**src/rtl/fact_pkg.sv**
```systemverilog
// Shared constants and types for the factorial accelerator bus master.
package fact_pkg;

   // Accelerator register map
   localparam logic [1:0] FACT_A_N    = 2'b00;
   localparam logic [1:0] FACT_A_GO   = 2'b01;
   localparam logic [1:0] FACT_A_STAT = 2'b10;
   localparam logic [1:0] FACT_A_RES  = 2'b11;

   // STATUS register bit positions
   localparam int unsigned ST_DONE = 0;
   localparam int unsigned ST_ERR  = 1;

   // Engine sequencing states
   typedef enum logic [2:0] {
      IDLE,
      WR_N,
      WR_GO,
      CLR_GO,
      POLL,
      RD_RES,
      RESP
   } fact_state_t;

endpackage

```
**src/rtl/fact_master_if.sv**
```systemverilog
// Request/response handshakes plus the accelerator register bus.
interface fact_master_if #(
   parameter int DW = 32,
   parameter int NW = 4
);
   logic          req_valid;
   logic          req_ready;
   logic [NW-1:0] req_n;
   logic          resp_valid;
   logic          resp_ready;
   logic [DW-1:0] resp_result;
   logic          resp_err;
   logic          resp_timeout;
   logic          busy;
   logic [1:0]    a;
   logic          we;
   logic [DW-1:0] wd;
   logic [DW-1:0] rd;

   // Engine side
   modport master (
      input  req_valid, req_n, resp_ready, rd,
      output req_ready, resp_valid, resp_result, resp_err, resp_timeout,
             busy, a, we, wd
   );

   // Requester / accelerator side
   modport slave (
      output req_valid, req_n, resp_ready, rd,
      input  req_ready, resp_valid, resp_result, resp_err, resp_timeout,
             busy, a, we, wd
   );
endinterface

```
**src/rtl/fact_poll_timer.sv**
```systemverilog
// Counts STATUS polls; flags the poll that completes the allowed budget.
module fact_poll_timer #(
   parameter int unsigned POLL_LIMIT = 1024,
   parameter int unsigned CW         = 11
) (
   input  logic clk,
   input  logic rst,
   input  logic clr,
   input  logic en,
   output logic expired
);
   localparam logic [CW-1:0] LIMIT = CW'(POLL_LIMIT);
   localparam logic [CW-1:0] LAST  = CW'(POLL_LIMIT - 1);

   logic [CW-1:0] count;

   // Poll counter: cleared on reset/clear, holds once the limit is reached
   always_ff @(posedge clk) begin
      if (rst || clr) begin
         count <= '0;
      end else if (en && (count != LIMIT)) begin
         count <= count + CW'(1);
      end
   end

   // Expiry is signalled during the enabled poll that brings the count to the limit,
   // so exactly POLL_LIMIT status reads happen before the timeout.
   assign expired = en && (count == LAST);

endmodule

```
**src/rtl/fact_master.sv**
```systemverilog
// Bus-initiator engine: writes N, pulses GO, polls STATUS, reads RESULT.
module fact_master
   import fact_pkg::*;
#(
   parameter int DW         = 32,
   parameter int NW         = 4,
   parameter int POLL_LIMIT = 1024,
   parameter int CW         = 11
) (
   input  logic          clk,
   input  logic          rst,
   fact_master_if.master bus
);
   fact_state_t state;
   logic        err_q;
   logic        hit;
   logic        poll_en;
   logic        poll_clr;
   logic        poll_expired;

   assign hit      = bus.rd[ST_DONE] | bus.rd[ST_ERR];
   assign poll_en  = (state == POLL) && !hit;
   assign poll_clr = (state == RESP) && bus.resp_ready;

   fact_poll_timer #(
      .POLL_LIMIT(POLL_LIMIT),
      .CW        (CW)
   ) u_timer (
      .clk    (clk),
      .rst    (rst),
      .clr    (poll_clr),
      .en     (poll_en),
      .expired(poll_expired)
   );

   // Sequencer; bus and response outputs are registered alongside the state
   // so each state's bus values appear in the cycle that state is occupied.
   always_ff @(posedge clk) begin
      if (rst) begin
         state            <= IDLE;
         err_q            <= 1'b0;
         bus.a            <= FACT_A_N;
         bus.we           <= 1'b0;
         bus.wd           <= '0;
         bus.req_ready    <= 1'b1;
         bus.resp_valid   <= 1'b0;
         bus.resp_result  <= '0;
         bus.resp_err     <= 1'b0;
         bus.resp_timeout <= 1'b0;
         bus.busy         <= 1'b0;
      end else begin
         case (state)
            IDLE: begin
               if (bus.req_valid) begin
                  state         <= WR_N;
                  bus.req_ready <= 1'b0;
                  bus.busy      <= 1'b1;
                  bus.a         <= FACT_A_N;
                  bus.we        <= 1'b1;
                  bus.wd        <= DW'(bus.req_n);
               end
            end
            WR_N: begin
               state  <= WR_GO;
               bus.a  <= FACT_A_GO;
               bus.we <= 1'b1;
               bus.wd <= DW'(1);
            end
            WR_GO: begin
               state  <= CLR_GO;
               bus.a  <= FACT_A_GO;
               bus.we <= 1'b1;
               bus.wd <= '0;
            end
            CLR_GO: begin
               state  <= POLL;
               bus.a  <= FACT_A_STAT;
               bus.we <= 1'b0;
               bus.wd <= '0;
            end
            POLL: begin
               if (hit) begin
                  err_q <= bus.rd[ST_ERR];
                  state <= RD_RES;
                  bus.a <= FACT_A_RES;
               end else if (poll_expired) begin
                  state            <= RESP;
                  bus.a            <= FACT_A_N;
                  bus.resp_valid   <= 1'b1;
                  bus.resp_timeout <= 1'b1;
                  bus.resp_err     <= 1'b0;
                  bus.resp_result  <= '0;
               end
            end
            RD_RES: begin
               state           <= RESP;
               bus.a           <= FACT_A_N;
               bus.resp_valid  <= 1'b1;
               bus.resp_err    <= err_q;
               bus.resp_result <= err_q ? '0 : bus.rd;
            end
            RESP: begin
               if (bus.resp_ready) begin
                  state            <= IDLE;
                  bus.resp_valid   <= 1'b0;
                  bus.req_ready    <= 1'b1;
                  bus.busy         <= 1'b0;
                  bus.resp_result  <= '0;
                  bus.resp_err     <= 1'b0;
                  bus.resp_timeout <= 1'b0;
               end
            end
            default: state <= IDLE;
         endcase
      end
   end

endmodule

```
**src/flat_wrapper.sv**
```systemverilog
// flat-port wrapper written by rule: the top's interface ports become plain ports
module fact_master_flat import fact_pkg::*;
#(
   parameter int DW         = 32,
   parameter int NW         = 4,
   parameter int POLL_LIMIT = 1024,
   parameter int CW         = 11
)
  (clk, rst, bus_req_valid, bus_req_n, bus_resp_ready, bus_rd, bus_req_ready, bus_resp_valid, bus_resp_result, bus_resp_err, bus_resp_timeout, bus_busy, bus_a, bus_we, bus_wd);
  fact_master_if #(.DW(DW), .NW(NW)) bus_i ();
  input  logic clk;
  input  logic rst;
  input wire logic [$bits(bus_i.req_valid)-1:0] bus_req_valid;
  input wire logic [$bits(bus_i.req_n)-1:0] bus_req_n;
  input wire logic [$bits(bus_i.resp_ready)-1:0] bus_resp_ready;
  input wire logic [$bits(bus_i.rd)-1:0] bus_rd;
  output wire logic [$bits(bus_i.req_ready)-1:0] bus_req_ready;
  output wire logic [$bits(bus_i.resp_valid)-1:0] bus_resp_valid;
  output wire logic [$bits(bus_i.resp_result)-1:0] bus_resp_result;
  output wire logic [$bits(bus_i.resp_err)-1:0] bus_resp_err;
  output wire logic [$bits(bus_i.resp_timeout)-1:0] bus_resp_timeout;
  output wire logic [$bits(bus_i.busy)-1:0] bus_busy;
  output wire logic [$bits(bus_i.a)-1:0] bus_a;
  output wire logic [$bits(bus_i.we)-1:0] bus_we;
  output wire logic [$bits(bus_i.wd)-1:0] bus_wd;
  assign bus_i.req_valid = bus_req_valid;
  assign bus_i.req_n = bus_req_n;
  assign bus_i.resp_ready = bus_resp_ready;
  assign bus_i.rd = bus_rd;
  assign bus_req_ready = bus_i.req_ready;
  assign bus_resp_valid = bus_i.resp_valid;
  assign bus_resp_result = bus_i.resp_result;
  assign bus_resp_err = bus_i.resp_err;
  assign bus_resp_timeout = bus_i.resp_timeout;
  assign bus_busy = bus_i.busy;
  assign bus_a = bus_i.a;
  assign bus_we = bus_i.we;
  assign bus_wd = bus_i.wd;
  fact_master #(.DW(DW), .NW(NW), .POLL_LIMIT(POLL_LIMIT), .CW(CW)) u_core (.clk(clk), .rst(rst), .bus(bus_i));
endmodule
```
**config.mk**
```make
export PLATFORM = sky130hd
export DESIGN_NAME = fact_master_flat
export DESIGN_NICKNAME = d
export VERILOG_FILES = /design/src/rtl/fact_pkg.sv /design/src/rtl/fact_master_if.sv /design/src/rtl/fact_poll_timer.sv /design/src/rtl/fact_master.sv /design/src/flat_wrapper.sv
export SDC_FILE = /design/constraint.sdc
export NUM_CORES = 1
export LEC_CHECK = 0
export ABC_AREA = 1
export ABC_CLOCK_PERIOD_IN_PS = 1700
export CORE_ASPECT_RATIO = 1.1
export CORE_MARGIN = 10
export CORE_UTILIZATION = 42
export CTS_BUF_LIST = sky130_fd_sc_hd__clkbuf_8
export DETAILED_ROUTE_END_ITERATION = 10
export PLACE_DENSITY = 0.76
export RECOVER_POWER = 100
export SLEW_MARGIN = 20
export SYNTH_ARGS = -nofsm -noshare
export SYNTH_HDL_FRONTEND = slang
export SYNTH_SLANG_ARGS = --single-unit
```
**constraint.sdc**
```tcl
create_clock -name clk -period 1.7 [get_ports clk]
set_input_delay 0.17 -clock clk [delete_from_list [all_inputs] [get_ports clk]]
set_output_delay 0.17 -clock clk [all_outputs]
set_load 0.01 [all_outputs]
```
# After elaboration in Yosys (flattened, before gate mapping)

Index checks and enable logic that the tools add are counted.

Bitwise logic cells: 1
Equal/unequal tests: 13
Reductions and logical operators: 23
Add/subtract/negate cells: 1
Mux-type cells: 30

Operators with widths:

| kind                    | count |
|---|---|
| $pmux W32 S3            | 2 |
| $mux W32                | 5 |
| $pmux W3 S7             | 1 |
| $mux W3                 | 4 |
| $add A11 B1 Y11 const B | 1 |
| $eq A11 B10 Y1 const B  | 1 |
| $ne A11 B11 Y1 const B  | 1 |
| $pmux W2 S5             | 1 |
| $eq A3 B3 Y1 const B    | 3 |
| $pmux W1 S3             | 3 |
| $reduce_and A3 Y1       | 3 |
| $reduce_bool A3 Y1      | 3 |
| $mux W1                 | 8 |
| $reduce_and A4 Y1       | 2 |
| $eq A3 B2 Y1 const B    | 2 |
| $mux W2                 | 3 |
| $ne A2 B2 Y1 const B    | 3 |
| $pmux W1 S2             | 3 |
| $reduce_and A2 Y1       | 3 |
| $reduce_bool A5 Y1      | 1 |
| $logic_and A1 B1 Y1     | 4 |
| $reduce_bool A2 Y1      | 2 |
| $reduce_or A2 Y1        | 2 |
| $eq A3 B1 Y1 const B    | 1 |
| other kinds (6)         | 6 |

Output and inout bits: 72
Flip-flop bits (word level): 87
Word-level logic and storage cells: 80
Input port bits: 40

# Depth between registers and ports, before layout

Gate-level depths: netlist of the first run.

Depth in word-level cells: 7
Depth in mapped cells: 10
Depth with buffers taken out: 9

# By module

From an unflattened synthesis of the first run, not the netlist that was laid out.

Cells, all modules: 537
Area, all modules: 3340.7 µm²

Modules (own cells, without submodules):

| module          | sequential area each (µm²) | area an instance (µm²) | cells an instance | times used |
|---|---|---|---|---|
| fact_master     | 960.9                      | 2620.0                 | 424               | 1 |
| fact_poll_timer | 220.2                      | 720.7                  | 113               | 1 |

# Worst setup path after synthesis of the first run

Ideal clock, no wire load.

Kind: reg-to-reg
From: register u_core.u_timer.count[0]
To: register u_core.bus.resp_timeout
Slack: 68 ps
Cell stages (with the launch flop): 10
Library setup time: 70 ps
Arrival: 1562 ps
Data required time: 1630 ps
Buffers on the path: 2
Clock period less this slack: 1632 ps
Cell sequence: dfxtp_1 > ha_1 > inv_1 > nor2_2 > nand3_1 > o21ai_2 > buf_6 > buf_6 > nand3_2 > a21oi_1

Cells in the longest elaborated chain, start to end: 4

Ends and longest elaborated chain:

| what                        | line                  | RTL |
|---|---|---|
| start: declaration          | fact_poll_timer.sv:15 | `logic [CW-1:0] count;` |
| start signal: assignment    | fact_poll_timer.sv:22 | `count <= count + CW'(1);` |
| $eq A11 B10 Y1              | fact_poll_timer.sv:28 | `assign expired = en && (count == LAST);` |
| $logic_and A1 B1 Y1         | fact_poll_timer.sv:28 |  |
| $ne A2 B1 Y1 (no line)      | --                    |  |
| $reduce_and A4 Y1 (no line) | --                    |  |
| end signal: assignment      | fact_master.sv:49     | `bus.resp_timeout <= 1'b0;` |
| end signal: assignment      | fact_master.sv:90     | `bus.resp_timeout <= 1'b1;` |
| end signal: assignment      | fact_master.sv:110    | `bus.resp_timeout <= 1'b0;` |
| end: declaration            | fact_master_if.sv:23  | `output req_ready, resp_valid, resp_result, resp_err, resp_timeout,` |

No other way between the ends.
A chain may end at the register's enable or synchronous reset.

# Worst setup path in the final report of the first run

From: register u_core.u_timer.count[0]
To: register u_core.bus.resp_result[31]

Cells in the longest elaborated chain, start to end: 4

Ends and longest elaborated chain:

| what                        | line                  | RTL |
|---|---|---|
| $eq A11 B10 Y1              | fact_poll_timer.sv:28 |  |
| $logic_and A1 B1 Y1         | fact_poll_timer.sv:28 |  |
| $ne A2 B1 Y1 (no line)      | --                    |  |
| $reduce_and A4 Y1 (no line) | --                    |  |
| end signal: assignment      | fact_master.sv:100    | `bus.resp_result <= err_q ? '0 : bus.rd;` |
| end: declaration            | fact_master_if.sv:23  |  |

No other way between the ends.

==> reports/metrics.yaml, run 1 <==
status: "finished, final reports clean"
yosysWarnings: 0
arrival_ns: 1.86
yosysSeqAreaShare: 0.383
clock-sinks: 59
netlist.area_leader.share: 0.383
slew_violations: 0
avgSynthCellArea_um2: 6.69
clk_pin_slew_ns: 0.06
cts_buffer_depth: 2
die_area_um2: 11200
p_leak_nw: 1.89
core_um2: 7090
fillers: 629
first_iter_violations: 158
numPortBuffers: 83
cts_tree: "built"
ir_worst_vdd_mv: 0.814
endpoint_kind: "flip-flop"
grt_pass1_vias: 2934
finalWirelength_mm: 8.92
final_cell_mix: "nand2_1 (121), nor2_1 (59), dfxtp_1 (59), a21oi_1 (50), nand3_1 (48)"
finalCritPeriodShare: 0.955
vias: 3167
finalPower_mw: 6.43
ant_nets: 0
cap_violations: 0
crit_fanout: 12
hpwl_mm: 6.35
powerDensity_nw_per_um2: 1500
post-place-ws_ns: 0.0130
holdWs_ns: 0.457
drcViolationCount: 0
required_ns: 1.93
grt_max_degree: 68
layout_commonest_cell: "nand2_1"
setup-violations-final: 0
grt_usage: 0.155
finalCriticalPeriod_ns: 1.62
pin_count: 112
worst_setup_path_start_kind: "flip-flop"
rsz0062_at_grt: "yes"
synth_cells: 461
critPathKind: "flip-flop to flip-flop"
synth_area_um2: 3080
rows: 32
grt_overflow_total: 0
areaGrowthSynthToFinish_pct: 39.5
die_h_um: 110
ys_top_cells_by_area: "dfxtp_1 (38%), nand2_1 (15%), a21oi_1 (8.1%)"
fin_skew_ns: 0.00482
h-tree-depth: 3
min-delay-path-class: "flip-flop to flip-flop"
grt_pass1_wl_mm: 14.0
root_buffer: "clkbuf_8"
firstDrtPassIters: 4
hold_viol: 0
antenna_found_initial: 0
yosysTopAreaCell: "dfxtp_1"
avgViaCountPerCell: 4.92
routabilityCongestion: 0.875
numCtsBuffers: 9
drive_gt1_frac: 0.100
wire_per_inst_um: 13.8
fmax_mhz: 616
start_util: 0.435
diodes: 0
ys_ff_latch: 59
die_x_um: 102
ys_types: 25
nets: 598
worstSkewPairLatency_ns: 0.34
setup_ws_ns: 0.0765
-- power by group --
part	internal, mW	total (mW)	leakage (nW)	switching [mW]
Clock	0.778	1.30	0.104	0.524
Sequential	1.80	2.05	0.482	0.254
Combinational	1.44	3.08	1.31	1.64
-- kinds of logic (layout without fill, tap and decap cells) --
logic type      count (synthesis)  after routing  share of synthesized area
compound gates                 61             61                      0.104
xor+xnor                        5              5                     0.0142
other cells                     1             28                    0.00122
simple gates                  247            247                      0.336
buf+inv                        86            157                      0.153
fa+ha+maj                       2              2                    0.00811
flops                          59             59                      0.383
-- state kept, by name, indices dropped and copies added (netlist names), 2 cells and up --
| signal | cells |
|---|---|
| u_core.bus.wd | 4 |
| u_core.bus.a | 2 |
| u_core.state | 3 |
| u_core.bus.resp_result | 32 |
| u_core.u_timer.count | 11 |
-- worst max-delay path: stages, from the launching register on --
cell       delay (ns)
dfxtp_1          0.34
ha_2             0.18
inv_1            0.05
nor2_2           0.13
nand3_2          0.13
o21ai_4          0.17
buf_4            0.16
clkbuf_16        0.16
nand3_1          0.07
nand2_1          0.08
nor2_1           0.04
-- repair_timing --
item                                    CTS  global route
buffers inserted                          0             2
hold buffers                              0             0
endpoints found under the setup margin    0            27
gates resized for setup                   0             6
-- worst paths after layout --
path,startpoint,to,slack (ns),depth (start not counted)
setup / recovery,u_core.u_timer.count[0]$_SDFFE_PP0P_,u_core.bus.resp_result[31]$_SDFFE_PP0P_,0.08,10
hold / removal,u_core.bus.resp_timeout$_SDFFE_PP0P_,u_core.bus.resp_timeout$_SDFFE_PP0P_,0.46,2
setup reg to reg,u_core.u_timer.count[0]$_SDFFE_PP0P_,u_core.bus.resp_result[31]$_SDFFE_PP0P_,0.08,10
hold reg to reg,u_core.bus.resp_timeout$_SDFFE_PP0P_,u_core.bus.resp_timeout$_SDFFE_PP0P_,0.46,2
-- cells in the mapped netlist, drive strengths merged --
library cell	count
nor3	4
xor2	2
conb	1
dfxtp	59
nand3	50
nor2	62
o21ai	7
clkbuf	10
inv	31
buf	45
xnor2	3
a21oi	50
ha	2
nand2	122
a22o	1
a22oi	3
nand4	9
-- metrics by stage --
stage          utilization  std cells  area [um2]   TNS, ns
2_1_floorplan            -        488        3190         0
3_3_place_gp         0.565        625        4010         0
3_5_place_dp         0.565        625        4010         0
4_1_cts              0.593        639        4210         0
5_1_grt              0.607        644        4300  -0.00967
6_report             0.607        644        4300         0
-- layer usage --
metal	share of wire	up-vias	GRT usage
li1	-	1606	-
met2	0.49	95	0.250
met1	0.40	1447	0.175
met5	0	-	0
met4	0.027	0	0.0910
met3	0.083	19	0.0534
-- area by class of cell --
cell class | instances | area (um2) | area share
sequential | 59 | 1180 | 0.274
inverter | 31 | 116 | 0.0270
tap | 85 | 106 | 0.0247
clock buffer | 12 | 165 | 0.0384
timing repair buffer | 112 | 1140 | 0.264
multi-input combinational | 343 | 1560 | 0.363
clock inverter | 2 | 35.0 | 0.00814
Power figures use the tool's default switching activity.
==> inputs of run 2 (changes only) <==
CORE_MARGIN = not set   (was 10)
==> reports/metrics.yaml, run 2 (synthesized netlist as in run 1, its figures left out) <==
status: "finished, final reports clean"
diodes: 0
fmax_mhz: 613
seqPwrFrac: 0.308
drcViolationCount: 0
grt_busiest_layer: "met2"
globalRouteMet3Util: 0.0531
worstSkewPairLatency_ns: 0.34
slew_violations: 0
clock-sinks: 59
cts_buffer_depth: 2
utilization: 0.626
die_area_um2: 7690
finalCriticalPeriod_ns: 1.63
largest_reg_flops: 32
die_h_um: 91.9
setup-violations-final: 0
hpwl_mm: 5.28
power_frac_clock: 0.217
drive_gt1_frac: 0.135
netSwitchingFraction: 0.381
crit_fanout: 14
grt_overflow_total: 0
powerDensity_nw_per_um2: 1500
layout_commonest_cell: "nand2_1"
avgViaCountPerCell: 4.95
post-route-cell-area_um2: 4410
final_cell_mix: "nand2_1 (119), nor2_1 (57), dfxtp_1 (52), a21oi_1 (50), nand3_1 (45)"
worst_setup_path_start_kind: "flip-flop"
nets: 601
grt.met2_usage: 0.349
grt_max_degree: 59
worst_path_max_delay_cell: "dfxtp_2"
ir_worst_vdd_mv: 0.875
numPortBuffers: 83
cts_tree: "built"
post-place-ws_ns: -0.0648
numCtsBuffers: 9
use_met1: 0.231
die_x_um: 83.7
cap_violations: 0
start_util: 0.438
hold_viol: 0
finalNonFillerCells: 649
root_buffer: "clkbuf_8"
path_cells: "ha_4 > inv_2 > nor2_4 > nand3_4 > o21ai_4 > buf_12 > buf_6 > a21oi_1 > nor2_1"
path_buf_inv: 3
vias: 3210
wire_per_inst_um: 12.9
h-tree-depth: 3
grt_pass1_vias: 2822
core_um2: 7050
pin_count: 112
switching_power_mw: 2.53
required_ns: 1.98
dp_cells: 624
finalWirelength_mm: 8.40
holdWs_ns: 0.461
clk_pin_slew_ns: 0.07
post_dp_cell_area_um2: 4000
p_leak_nw: 1.93
critPathTopFamily: "buffers and inverters"
endpoint_kind: "flip-flop"
finalCritPeriodShare: 0.959
combPwrFrac: 0.475
cts_hold_buffers: 0
firstDrtPassIters: 4
antenna_found_initial: 0
routabilityCongestion: 0.858
regMostFlops: "u_core.bus.resp_result"
slowest_delay_ns: 0.35
rows: 32
critPathKind: "flip-flop to flip-flop"
setup_ws_ns: 0.0694
tns_ns: 0
areaGrowthSynthToFinish_pct: 43.1
largestRegisters: "u_core.bus.resp_result (32), u_core.u_timer.count (11), u_core.bus.wd (4)"
ant_nets: 0
finalPower_mw: 6.64
min-delay-path-class: "flip-flop to flip-flop"
grt_pass1_wl_mm: 12.5
fin_skew_ns: 0.0104
grt_usage: 0.201
first_iter_violations: 127
arrival_ns: 1.91
intPower_mw: 4.11
-- run 2: cell count changes in the layout (fill, tap and decap cells not counted), moves of 3 or more --
cell	delta
clkbuf_8	-3
dfxtp_1	-7
dfxtp_2	+7
nand3_1	-3
-- run 2: worst min-delay path, delay by kind of cell (launching register included) --
kind,cells,cell delay [ns]
DFF,1,0.32
buffers and inverters,1,0.05
AOI/OAI and AO/OA,1,0.05
-- run 2: worst paths after layout --
kind,from,to,slack [ns],cells after the start
setup / recovery,u_core.u_timer.count[1]$_SDFFE_PP0P_,u_core.bus.resp_result[17]$_SDFFE_PP0P_,0.07,9
hold reg to reg,u_core.bus.resp_timeout$_SDFFE_PP0P_,u_core.bus.resp_timeout$_SDFFE_PP0P_,0.46,2
setup reg to reg,u_core.u_timer.count[1]$_SDFFE_PP0P_,u_core.bus.resp_result[17]$_SDFFE_PP0P_,0.07,9
hold / removal,u_core.bus.resp_timeout$_SDFFE_PP0P_,u_core.bus.resp_timeout$_SDFFE_PP0P_,0.46,2
-- run 2: metal layers --
metal,vias to the layer above,share of wire
li1,1624,-
met1,1467,0.43
met2,108,0.49
met3,11,0.064
met4,0,0.017
met5,-,0
-- run 2: power groups by stage --
stage / logic, mW / clock network [mW] / registers [mW]
final: 3.16 / 1.44 / 2.05
after global routing: 3.47 / 1.52 / 2.10
after CTS: 2.99 / 1.46 / 2.06
after detailed placement: 2.97 / 0 / 2.08
after global placement: 2.92 / 0 / 2.07
after floorplan: 1.67 / 0 / 2.20
-- run 2: final cells by class --
class	instances	area (um2)
fill	636	2630
multi-input combinational	343	1610
sequential	59	1190
timing repair buffer	115	1160
clock buffer	9	124
inverter	31	116
tap	85	106
clock inverter	7	100
-- run 2: timing repair --
item                                    4_1_cts  5_1_grt
endpoints found under the setup margin        2       40
pin swaps                                     0        4
resized for setup                             1       24
cloned                                        0        6
endpoints found under the hold margin         0        0
setup buffers                                 0        3
